File: src/rtl/uart_pkg.sv
// Shared definitions for the UART receive path: FSM state encoding,
// parity mode encodings and small bit-level helpers.
package uart_pkg;

    typedef enum logic [2:0] {
        ST_IDLE,
        ST_START,
        ST_DATA,
        ST_PARITY,
        ST_STOP
    } rx_state_t;

    localparam int PARITY_NONE = 0;
    localparam int PARITY_EVEN = 1;
    localparam int PARITY_ODD  = 2;

    function automatic logic majority3(input logic [2:0] s);
        return (s[0] & s[1]) | (s[0] & s[2]) | (s[1] & s[2]);
    endfunction

    // data_xor is the XOR-reduction of the payload, pbit the received parity bit
    function automatic logic parity_bad(input logic data_xor, input logic pbit, input int mode);
        return (mode == PARITY_ODD) ? ~(data_xor ^ pbit) : (data_xor ^ pbit);
    endfunction

endpackage

File: src/rtl/uart_sync_fifo.sv
// First-word-fall-through FIFO with a registered head. Pushes into a full FIFO
// without a simultaneous pop are dropped and flagged on the following cycle.
module uart_sync_fifo #(
    parameter int WIDTH = 10,
    parameter int DEPTH = 8
) (
    input  logic                     clk,
    input  logic                     rst_n,
    input  logic                     push,
    input  logic [WIDTH-1:0]         push_data,
    output logic                     drop,
    output logic [WIDTH-1:0]         head,
    output logic                     valid,
    input  logic                     ready,
    output logic [$clog2(DEPTH):0]   count
);

    localparam int AW = $clog2(DEPTH);
    localparam logic [AW:0] FULL_COUNT = (AW+1)'(DEPTH);

    logic [WIDTH-1:0] mem [DEPTH];
    logic [AW-1:0]    wr_ptr_reg;
    logic [AW-1:0]    rd_ptr_reg;
    logic [AW-1:0]    rd_ptr_next;
    logic [AW:0]      count_reg;
    logic [WIDTH-1:0] head_reg;
    logic             drop_reg;
    logic             pop;
    logic             wr_en;

    assign valid       = (count_reg != '0);
    assign pop         = valid && ready;
    assign wr_en       = push && ((count_reg != FULL_COUNT) || pop);
    assign rd_ptr_next = rd_ptr_reg + AW'(pop);

    always_ff @(posedge clk) begin
        if (wr_en) begin
            mem[wr_ptr_reg] <= push_data;
        end
    end

    always_ff @(posedge clk) begin
        if (!rst_n) begin
            wr_ptr_reg <= '0;
            rd_ptr_reg <= '0;
            count_reg  <= '0;
            head_reg   <= '0;
            drop_reg   <= 1'b0;
        end else begin
            wr_ptr_reg <= wr_ptr_reg + AW'(wr_en);
            rd_ptr_reg <= rd_ptr_next;
            count_reg  <= count_reg + (AW+1)'(wr_en) - (AW+1)'(pop);
            drop_reg   <= push && !wr_en;
            // The written word becomes the new head when nothing else remains ahead of it
            if (wr_en && (count_reg == (AW+1)'(pop))) begin
                head_reg <= push_data;
            end else begin
                head_reg <= mem[rd_ptr_next];
            end
        end
    end

    assign head  = head_reg;
    assign drop  = drop_reg;
    assign count = count_reg;

endmodule

File: src/rtl/uart_rx_fifo.sv
// UART receiver with 3-sample majority voting per bit, optional parity and
// 1 or 2 checked stop bits, feeding a FWFT receive FIFO with overrun flag.
module uart_rx_fifo
    import uart_pkg::*;
#(
    parameter int DATA_WIDTH  = 8,
    parameter int CLOCK_FREQ  = 50_000_000,
    parameter int BAUD_RATE   = 9600,
    parameter int PARITY_MODE = 0,
    parameter int STOP_BITS   = 1,
    parameter int FIFO_DEPTH  = 8
) (
    input  logic                          clk,
    input  logic                          rst_n,
    input  logic                          rx,
    output logic [DATA_WIDTH-1:0]         data_out,
    output logic                          valid,
    input  logic                          ready,
    output logic                          parity_err,
    output logic                          frame_err,
    output logic                          overrun,
    output logic [$clog2(FIFO_DEPTH):0]   fifo_count
);

    localparam int CYCLES_PER_BIT = (CLOCK_FREQ + BAUD_RATE / 2) / BAUD_RATE;
    localparam int MID            = CYCLES_PER_BIT / 2;
    localparam int CNT_W          = $clog2(CYCLES_PER_BIT);
    localparam logic [CNT_W-1:0] CNT_LAST = CNT_W'(CYCLES_PER_BIT - 1);
    localparam logic [CNT_W-1:0] CNT_LO   = CNT_W'(MID - 1);
    localparam logic [CNT_W-1:0] CNT_HI   = CNT_W'(MID + 1);
    localparam logic [CNT_W-1:0] CNT_DONE = CNT_W'(MID + 2);
    localparam logic [3:0] IDX_DATA_LAST  = 4'(DATA_WIDTH - 1);
    localparam logic [3:0] IDX_STOP_LAST  = 4'(STOP_BITS - 1);

    generate
        if (CYCLES_PER_BIT < 8) begin : g_baud_check
            $error("uart_rx_fifo: CYCLES_PER_BIT must be at least 8");
        end
    endgenerate

    logic                  rx_meta_reg;
    logic                  rx_sync_reg;
    rx_state_t             state_reg;
    logic [CNT_W-1:0]      cnt_reg;
    logic [2:0]            samples_reg;
    logic [3:0]            idx_reg;
    logic [DATA_WIDTH-1:0] shift_reg;
    logic                  parity_err_reg;
    logic                  frame_err_reg;
    logic                  push_reg;
    logic                  bit_val;

    assign bit_val = majority3(samples_reg);

    always_ff @(posedge clk) begin
        if (!rst_n) begin
            rx_meta_reg    <= 1'b1;
            rx_sync_reg    <= 1'b1;
            state_reg      <= ST_IDLE;
            cnt_reg        <= '0;
            samples_reg    <= '0;
            idx_reg        <= '0;
            shift_reg      <= '0;
            parity_err_reg <= 1'b0;
            frame_err_reg  <= 1'b0;
            push_reg       <= 1'b0;
        end else begin
            rx_meta_reg <= rx;
            rx_sync_reg <= rx_meta_reg;
            push_reg    <= 1'b0;
            if (state_reg != ST_IDLE && cnt_reg >= CNT_LO && cnt_reg <= CNT_HI) begin
                samples_reg <= {samples_reg[1:0], rx_sync_reg};
            end
            if (state_reg != ST_IDLE) begin
                cnt_reg <= (cnt_reg == CNT_LAST) ? '0 : cnt_reg + 1'b1;
            end
            case (state_reg)
                ST_IDLE: begin
                    if (!rx_sync_reg) begin
                        state_reg      <= ST_START;
                        cnt_reg        <= '0;
                        idx_reg        <= '0;
                        parity_err_reg <= 1'b0;
                        frame_err_reg  <= 1'b0;
                    end
                end
                ST_START: begin
                    if (cnt_reg == CNT_LAST) begin
                        state_reg <= bit_val ? ST_IDLE : ST_DATA;
                    end
                end
                ST_DATA: begin
                    if (cnt_reg == CNT_LAST) begin
                        shift_reg <= {bit_val, shift_reg[DATA_WIDTH-1:1]};
                        if (idx_reg == IDX_DATA_LAST) begin
                            idx_reg   <= '0;
                            state_reg <= (PARITY_MODE != PARITY_NONE) ? ST_PARITY : ST_STOP;
                        end else begin
                            idx_reg <= idx_reg + 1'b1;
                        end
                    end
                end
                ST_PARITY: begin
                    if (cnt_reg == CNT_LAST) begin
                        parity_err_reg <= parity_bad(^shift_reg, bit_val, PARITY_MODE);
                        state_reg      <= ST_STOP;
                    end
                end
                ST_STOP: begin
                    // The last stop bit ends early so the receiver can resync on a back-to-back start
                    if (idx_reg == IDX_STOP_LAST && cnt_reg == CNT_DONE) begin
                        frame_err_reg <= frame_err_reg | ~bit_val;
                        push_reg      <= 1'b1;
                        state_reg     <= ST_IDLE;
                        cnt_reg       <= '0;
                        idx_reg       <= '0;
                    end else if (cnt_reg == CNT_LAST) begin
                        frame_err_reg <= frame_err_reg | ~bit_val;
                        idx_reg       <= idx_reg + 1'b1;
                    end
                end
                default: state_reg <= ST_IDLE;
            endcase
        end
    end

    uart_sync_fifo #(
        .WIDTH (DATA_WIDTH + 2),
        .DEPTH (FIFO_DEPTH)
    ) u_fifo (
        .clk       (clk),
        .rst_n     (rst_n),
        .push      (push_reg),
        .push_data ({frame_err_reg, parity_err_reg, shift_reg}),
        .drop      (overrun),
        .head      ({frame_err, parity_err, data_out}),
        .valid     (valid),
        .ready     (ready),
        .count     (fifo_count)
    );

endmodule

File: config.mk
export PLATFORM = sky130hd
export DESIGN_NAME = uart_rx_fifo
export DESIGN_NICKNAME = d
export VERILOG_FILES = /design/src/rtl/uart_pkg.sv /design/src/rtl/uart_sync_fifo.sv /design/src/rtl/uart_rx_fifo.sv
export SDC_FILE = /design/constraint.sdc
export NUM_CORES = 1
export LEC_CHECK = 0
export BUFFER_PORTS_ARGS = -buffer_cell sky130_fd_sc_hd__buf_4
export CAP_MARGIN = 10
export CORE_ASPECT_RATIO = 0.7
export CORE_MARGIN = 3
export CORE_UTILIZATION = 55
export CTS_BUF_LIST = sky130_fd_sc_hd__clkbuf_4 sky130_fd_sc_hd__clkbuf_8
export CTS_CLUSTER_DIAMETER = 100
export DETAILED_ROUTE_END_ITERATION = 10
export GPL_ROUTABILITY_DRIVEN = 1
export HOLD_SLACK_MARGIN = 0.12
export PLACE_DENSITY = 0.75
export SETUP_SLACK_MARGIN = 0.05
export SLEW_MARGIN = 20
export SYNTH_ARGS = -nofsm -noshare
export SYNTH_HDL_FRONTEND = slang
export SYNTH_SLANG_ARGS = --single-unit
File: constraint.sdc
create_clock -name clk -period 5.05 [get_ports clk]
set_input_delay 0.505 -clock clk [delete_from_list [all_inputs] [get_ports clk]]
set_output_delay 0.505 -clock clk [all_outputs]
set_load 0.01 [all_outputs]
==> flow_metrics.env, run 1 <==
export IMPL_outcome="finished, final reports clean"
export IMPL_synth_area_per_cell_um2=13.1
export IMPL_drv_slew=0
export IMPL_first_global_vias=3511
export IMPL_grt_max_degree=37
export IMPL_cp_slowest_cell="a2bb2oi_1"
export IMPL_final_setup_worst_slack_ps=2030
export IMPL_place_hpwl_um=7260
export IMPL_wl_per_cell_um=18.5
export IMPL_maxUsedRoutingLayer="met4"
export IMPL_synth_distinct_cells=62
export IMPL_hp_class="input pin to flop"
export IMPL_io_pins=20
export IMPL_htree_levels=4
export IMPL_drv_cap=0
export IMPL_fin_skew_ps=11.0
export IMPL_crit_chain="inv_1 -> ha_1 -> or4bb_2 -> nor4_4 -> o21a_1 -> a2bb2oi_1 -> nor3_1"
export IMPL_crit_arrival_ps=3290
export IMPL_slowest_delay_ps=820
export IMPL_dr_wl_met3_um=850
export IMPL_synth_flop_cell="edfxtp_1"
export IMPL_ant_nets=0
export IMPL_syn_nets=471
export IMPL_routed_wirelength_um=11300
export IMPL_syn_area_um2=5920
export IMPL_n_fill_cell=738
export IMPL_fmax_mhz=332
export IMPL_fin_crit_ps=3020
export IMPL_critPathLaunch="cnt_reg[0]"
export IMPL_cts_tree="done"
export IMPL_core_um2=10400
export IMPL_cts_resized=0
export IMPL_design_die_area_um2=12100
export IMPL_irDropWorstVdd_uv=241
export IMPL_yosys_area_top_type="edfxtp_1"
export IMPL_portBuffers=19
export IMPL_yosysSeqAreaShare_pct=59.8
export IMPL_grt_ovfl_total=0
export IMPL_power_density_nw_per_um2=454
export IMPL_drcViolationCount=0
export IMPL_cellLeakagePower_uw=0.00224
export IMPL_hp_start="rx"
export IMPL_numCtsBuffers=17
export IMPL_met2WireLength_um=5410
export IMPL_gp_congestion=0.812
export IMPL_synth_top_area_share_pct=40.6
export IMPL_min_period_over_period_pct=59.7
export IMPL_ys_warn_count=0
export IMPL_clk_path_buf_depth=2
export IMPL_synthCells=451
export IMPL_die_h_um=92.8
export IMPL_clock_latency_ps=420
export IMPL_worst_pin_slew_ps=1070
export IMPL_first_pass_iters=5
export IMPL_viasPerCell=5.99
export IMPL_synth_edff_count=80
export IMPL_rsz0062_at_grt="no"
export IMPL_finalHoldViolations=0
export IMPL_insertedDiodeCount=0
export IMPL_chipWidth_um=130
export IMPL_fin_nets=488
export IMPL_rr_startpoint="cnt_reg[0]"
export IMPL_cts_setup_buffers=0
export IMPL_required_ps=5320
export IMPL_drt_iter0_markers=225
export IMPL_cp_buffers_inverters=1
export IMPL_pre_cts_slack_ps=2070
export IMPL_cts_root_buffer="clkbuf_8"
export IMPL_setup_worst_path_start_class="flop"
export IMPL_critical_path_top_delay_family="simple AND/OR/NAND/NOR gates"
export IMPL_vias=3674
export IMPL_track_usage_pct=20.2
export IMPL_grt_pass1_wl_um=18400
export IMPL_finalSetupViolCount=0
export IMPL_crit_type="flop to flop"
export IMPL_synth_area_leaders="edfxtp_1 (41%), dfxtp_1 (19%), mux4_2 (7.6%)"
export IMPL_drive_above_1_share_pct=18.5
export IMPL_slew_headroom_pct=28.6
export IMPL_wl_met1_um=5010
export IMPL_cp_max_fo=11
export IMPL_synth_seq_cells=137
export IMPL_row_count=31
export IMPL_holdBufCountCts=0
export IMPL_tns_ps=0
export IMPL_largest_reg_flops=80
export IMPL_clkTransAtPathRegs_ps=80
export IMPL_synthToLayoutAreaGrowth_pct=10.4
export IMPL_synth_async_sr_flop_share_pct=0
export IMPL_endpoint_kind="flop"
export IMPL_start_util_pct=56.8
export IMPL_antenna_found_initial=0
export IMPL_cts_sinks=137
[power breakdown]
group          switching [uW]  leakage (uW)  internal [uW]
clock network             426      0.000204            504
registers                32.7       0.00120           1230
logic                     353      0.000836            426
total                     812       0.00224           2160
[cell usage in the layout (no fill, tap or decap), types with 2 or more instances in the layout]
master	count
a211o_1	2
a211oi_1	11
a21o_1	2
a21oi_1	19
and2_1	9
and3_1	5
buf_4	25
bufinv_16	3
clkbuf_4	2
clkbuf_8	17
clkinv_4	4
clkinvlp_4	3
dfxtp_1	57
edfxtp_1	80
ha_1	14
inv_1	17
inv_6	2
mux2i_1	10
mux4_2	20
nand2_1	27
nand2b_1	6
nand3_1	12
nand4_1	7
nor2_1	27
nor3_1	20
nor4bb_1	6
o211ai_1	2
o21ai_0	9
o221a_2	2
or3_1	5
or4b_1	2
xnor2_1	13
xor2_1	11
[per-layer routing]
metal,vias up,track usage (%)
li1,1733,-
met1,1795,27.8
met2,140,31.1
met3,6,5.88
met4,0,6.31
met5,-,0
[cells in the mapped netlist, types with 10 or more instances]
| library cell | instances |
|---|---|
| nand2_1 | 27 |
| dfxtp_1 | 57 |
| clkbuf_1 | 13 |
| nor2_1 | 27 |
| xor2_1 | 11 |
| edfxtp_1 | 80 |
| mux4_2 | 20 |
| a21oi_1 | 19 |
| nand3_1 | 12 |
| nor3_1 | 20 |
| ha_1 | 15 |
| a211oi_1 | 11 |
| xnor2_1 | 13 |
| mux2i_1 | 10 |
| inv_1 | 17 |
[per-stage QoR]
stage | instances | power (uW) | area, um^2 | hold WS [ps] | utilization [%]
2_1_floorplan | 451 | 1850 | 5920 | 386 | -
3_3_place_gp | 581 | 2040 | 6120 | 389 | 58.6
3_5_place_dp | 581 | 2060 | 6120 | 393 | 58.6
4_1_cts | 613 | 3000 | 6540 | 237 | 62.7
5_1_grt | 613 | 3120 | 6540 | 260 | 62.7
6_report | 613 | 2970 | 6540 | 265 | 62.7
[path summary, 6_finish.rpt]
path                 end  slack [ps]  cells after the start
min reg2reg  rx_sync_reg         410                      1
max reg2reg   cnt_reg[3]        2030                      7
max           cnt_reg[3]        2030                      7
min          rx_meta_reg         270                      2
[area by class of cell]
class	instances	area (um^2)	share of cell area, %
sequential	137	3540	54.2
multi-input combinational	269	2150	33.0
clock buffer	19	249	3.81
timing repair buffer	25	188	2.87
clock inverter	13	170	2.60
tap	132	165	2.53
inverter	18	67.6	1.03
[kinds of logic (layout without fill, tap and decap cells)]
logic type,after synthesis,in the layout,share of synthesized area (%)
flip-flops,137,137,59.8
AO/OA/AOI/OAI,61,61,6.99
adder cells (fa/ha/maj),17,17,3.68
XOR/XNOR,24,24,3.55
buffers and inverters,45,75,3.84
multiplexers,30,30,9.29
AND/OR/NAND/NOR,137,137,12.8
Note: power is estimated with default switching activity, not from simulation.
==> run 2, diff against run 1 <==
PLACE_DENSITY = 0.78   (was 0.75)
clock period = 2.76 ns   (was 5.05 ns; I/O delays follow)
==> flow_metrics.env, run 2 (synthesis gave the netlist of run 1 again) <==
export IMPL_cts_tree="done"
export IMPL_io_pins=20
export IMPL_hp_start="ready"
export IMPL_n_fill_cell=737
export IMPL_fmax_mhz=386
export IMPL_clkTransAtPathRegs_ps=90
export IMPL_cellLeakagePower_uw=0.00231
export IMPL_crit_type="flop to flop"
export IMPL_first_pass_iters=4
export IMPL_finalHoldViolations=0
export IMPL_antenna_found_initial=0
export IMPL_ant_nets=0
export IMPL_cts_root_buffer="clkbuf_8"
export IMPL_rrSetupSlack_ps=170
export IMPL_finalSetupViolCount=0
export IMPL_drv_slew=0
export IMPL_track_usage_pct=19.6
export IMPL_insertedDiodeCount=0
export IMPL_power_density_nw_per_um2=803
export IMPL_synthToLayoutAreaGrowth_pct=12.1
export IMPL_htree_levels=4
export IMPL_hp_class="input pin to flop"
export IMPL_vias=3646
export IMPL_first_global_vias=3576
export IMPL_drcViolationCount=0
export IMPL_required_ps=3130
export IMPL_grt_pass1_wl_um=18100
export IMPL_rsz0062_at_grt="no"
export IMPL_final_setup_worst_slack_ps=170
export IMPL_numCtsBuffers=17
export IMPL_r2r_end="idx_reg[1]"
export IMPL_slowest_delay_ps=650
export IMPL_endpoint_kind="flop"
export IMPL_tns_ps=0
export IMPL_hold_end="u_fifo.drop"
export IMPL_wl_per_cell_um=17.9
export IMPL_r2r_cells=8
export IMPL_row_count=31
export IMPL_worst_pin_slew_ps=775
export IMPL_pre_cts_slack_ps=88.2
export IMPL_cp_buffers_inverters=2
export IMPL_grt_ovfl_total=0
export IMPL_worst_path_stages=8
export IMPL_gp_congestion=0.799
export IMPL_regArea_um2=3540
export IMPL_critPathLaunch="cnt_reg[0]"
export IMPL_critical_path_top_delay_family="simple AND/OR/NAND/NOR gates"
export IMPL_fin_nets=502
export IMPL_cp_max_fo=8
export IMPL_fin_crit_ps=2590
export IMPL_slew_headroom_pct=47.9
export IMPL_grt_max_degree=30
export IMPL_largest_reg_flops=80
export IMPL_min_period_over_period_pct=93.9
export IMPL_cts_sinks=137
export IMPL_final_cell_mix="edfxtp_1 (80), dfxtp_1 (57), buf_4 (34)"
export IMPL_setup_worst_path_start_class="flop"
export IMPL_viasPerCell=5.81
export IMPL_rr_startpoint="cnt_reg[0]"
export IMPL_irDropWorstVdd_uv=594
export IMPL_place_inst=590
export IMPL_drive_above_1_share_pct=20.2
export IMPL_clk_path_buf_depth=2
export IMPL_design_area_um2=6640
export IMPL_drt_iter0_markers=250
export IMPL_drv_cap=0
export IMPL_cp_slowest_cell="or4bb_2"
export IMPL_chipWidth_um=130
export IMPL_routed_wirelength_um=11200
export IMPL_stdcell_count=627
export IMPL_clock_latency_ps=440
export IMPL_multi_input_area_um2=2160
export IMPL_die_h_um=92.8
export IMPL_fin_skew_ps=15.3
export IMPL_start_util_pct=56.8
export IMPL_placed_area_um2=6210
export IMPL_crit_arrival_ps=2960
export IMPL_design_die_area_um2=12100
export IMPL_outcome="finished, final reports clean"
export IMPL_layout_commonest_cell="edfxtp_1"
export IMPL_hold_path_cell_count=4
export IMPL_core_um2=10400
export IMPL_place_hpwl_um=7330
export IMPL_crit_chain="inv_1 -> ha_1 -> or4bb_2 -> nor4_4 -> buf_4 -> nor3b_2 -> or4b_1 -> a21oi_1"
export IMPL_portBuffers=19
## run 2: cell types whose count changed in the layout (fill, tap and decap cells not counted), moves of 2 or more
cell | before | now
bufinv_16 | 3 | 0
clkbuf_4 | 2 | 0
clkinv_4 | 4 | 1
buf_4 | 25 | 34
dlygate4sd3_1 | 0 | 3
inv_8 | 0 | 4
buf_12 | 0 | 2
inv_6 | 2 | 7
## run 2: how the worst max path moves through the flow
stage / to / slack, ps
detailed placement: idx_reg[3] / 90
CTS: idx_reg[3] / 70
finish: idx_reg[1] / 170
floorplan: u_fifo.head[0] / 80
global route: idx_reg[1] / 70
global placement: state_reg[1] / 240
## run 2: timing repair
action / 4_1_cts / 5_1_grt
resized for setup: 0 / 2
endpoints found under the hold margin: 2 / 0
buffers inserted: 0 / 2
endpoints found under the setup margin: 0 / 4
hold buffers: 3 / 0
## run 2: cell type report
class / instances / share of cell area, %
Clock buffer: 17 / 3.52
Clock inverter: 15 / 2.20
Inverter: 18 / 1.02
Multi-Input combinational cell: 269 / 32.5
Sequential cell: 137 / 53.4
Tap cell: 132 / 2.49
Timing Repair Buffer: 39 / 4.90
## run 2: metrics by stage
step	utilization, %	power (uW)	hold WS, ps
floorplan	-	3380	377
global placement	59.5	3770	392
detailed placement	59.5	3820	391
CTS	63.4	5370	141
global route	63.6	5600	194
finish	63.6	5330	163
## run 2: per-layer routing
metal / wire length (um) / up-vias / global-route usage (%)
li1: - / 1752 / -
met1: 5240 / 1765 / 27.4
met2: 5260 / 110 / 29.0
met3: 593 / 19 / 5.53
met4: 161 / 0 / 7.96
met5: 0 / - / 0
## run 2: worst min-delay path: stages
cell and delay, ps:
buf_4 80, nand2b_1 60, nand3_1 80, nor3_1 50
## run 2: report_power, final
group          switching (uW)  internal (uW)  total (uW)
registers                54.3           2240        2290
clock network             885            673        1560
logic                     659            820        1480
total                    1600           3730        5330
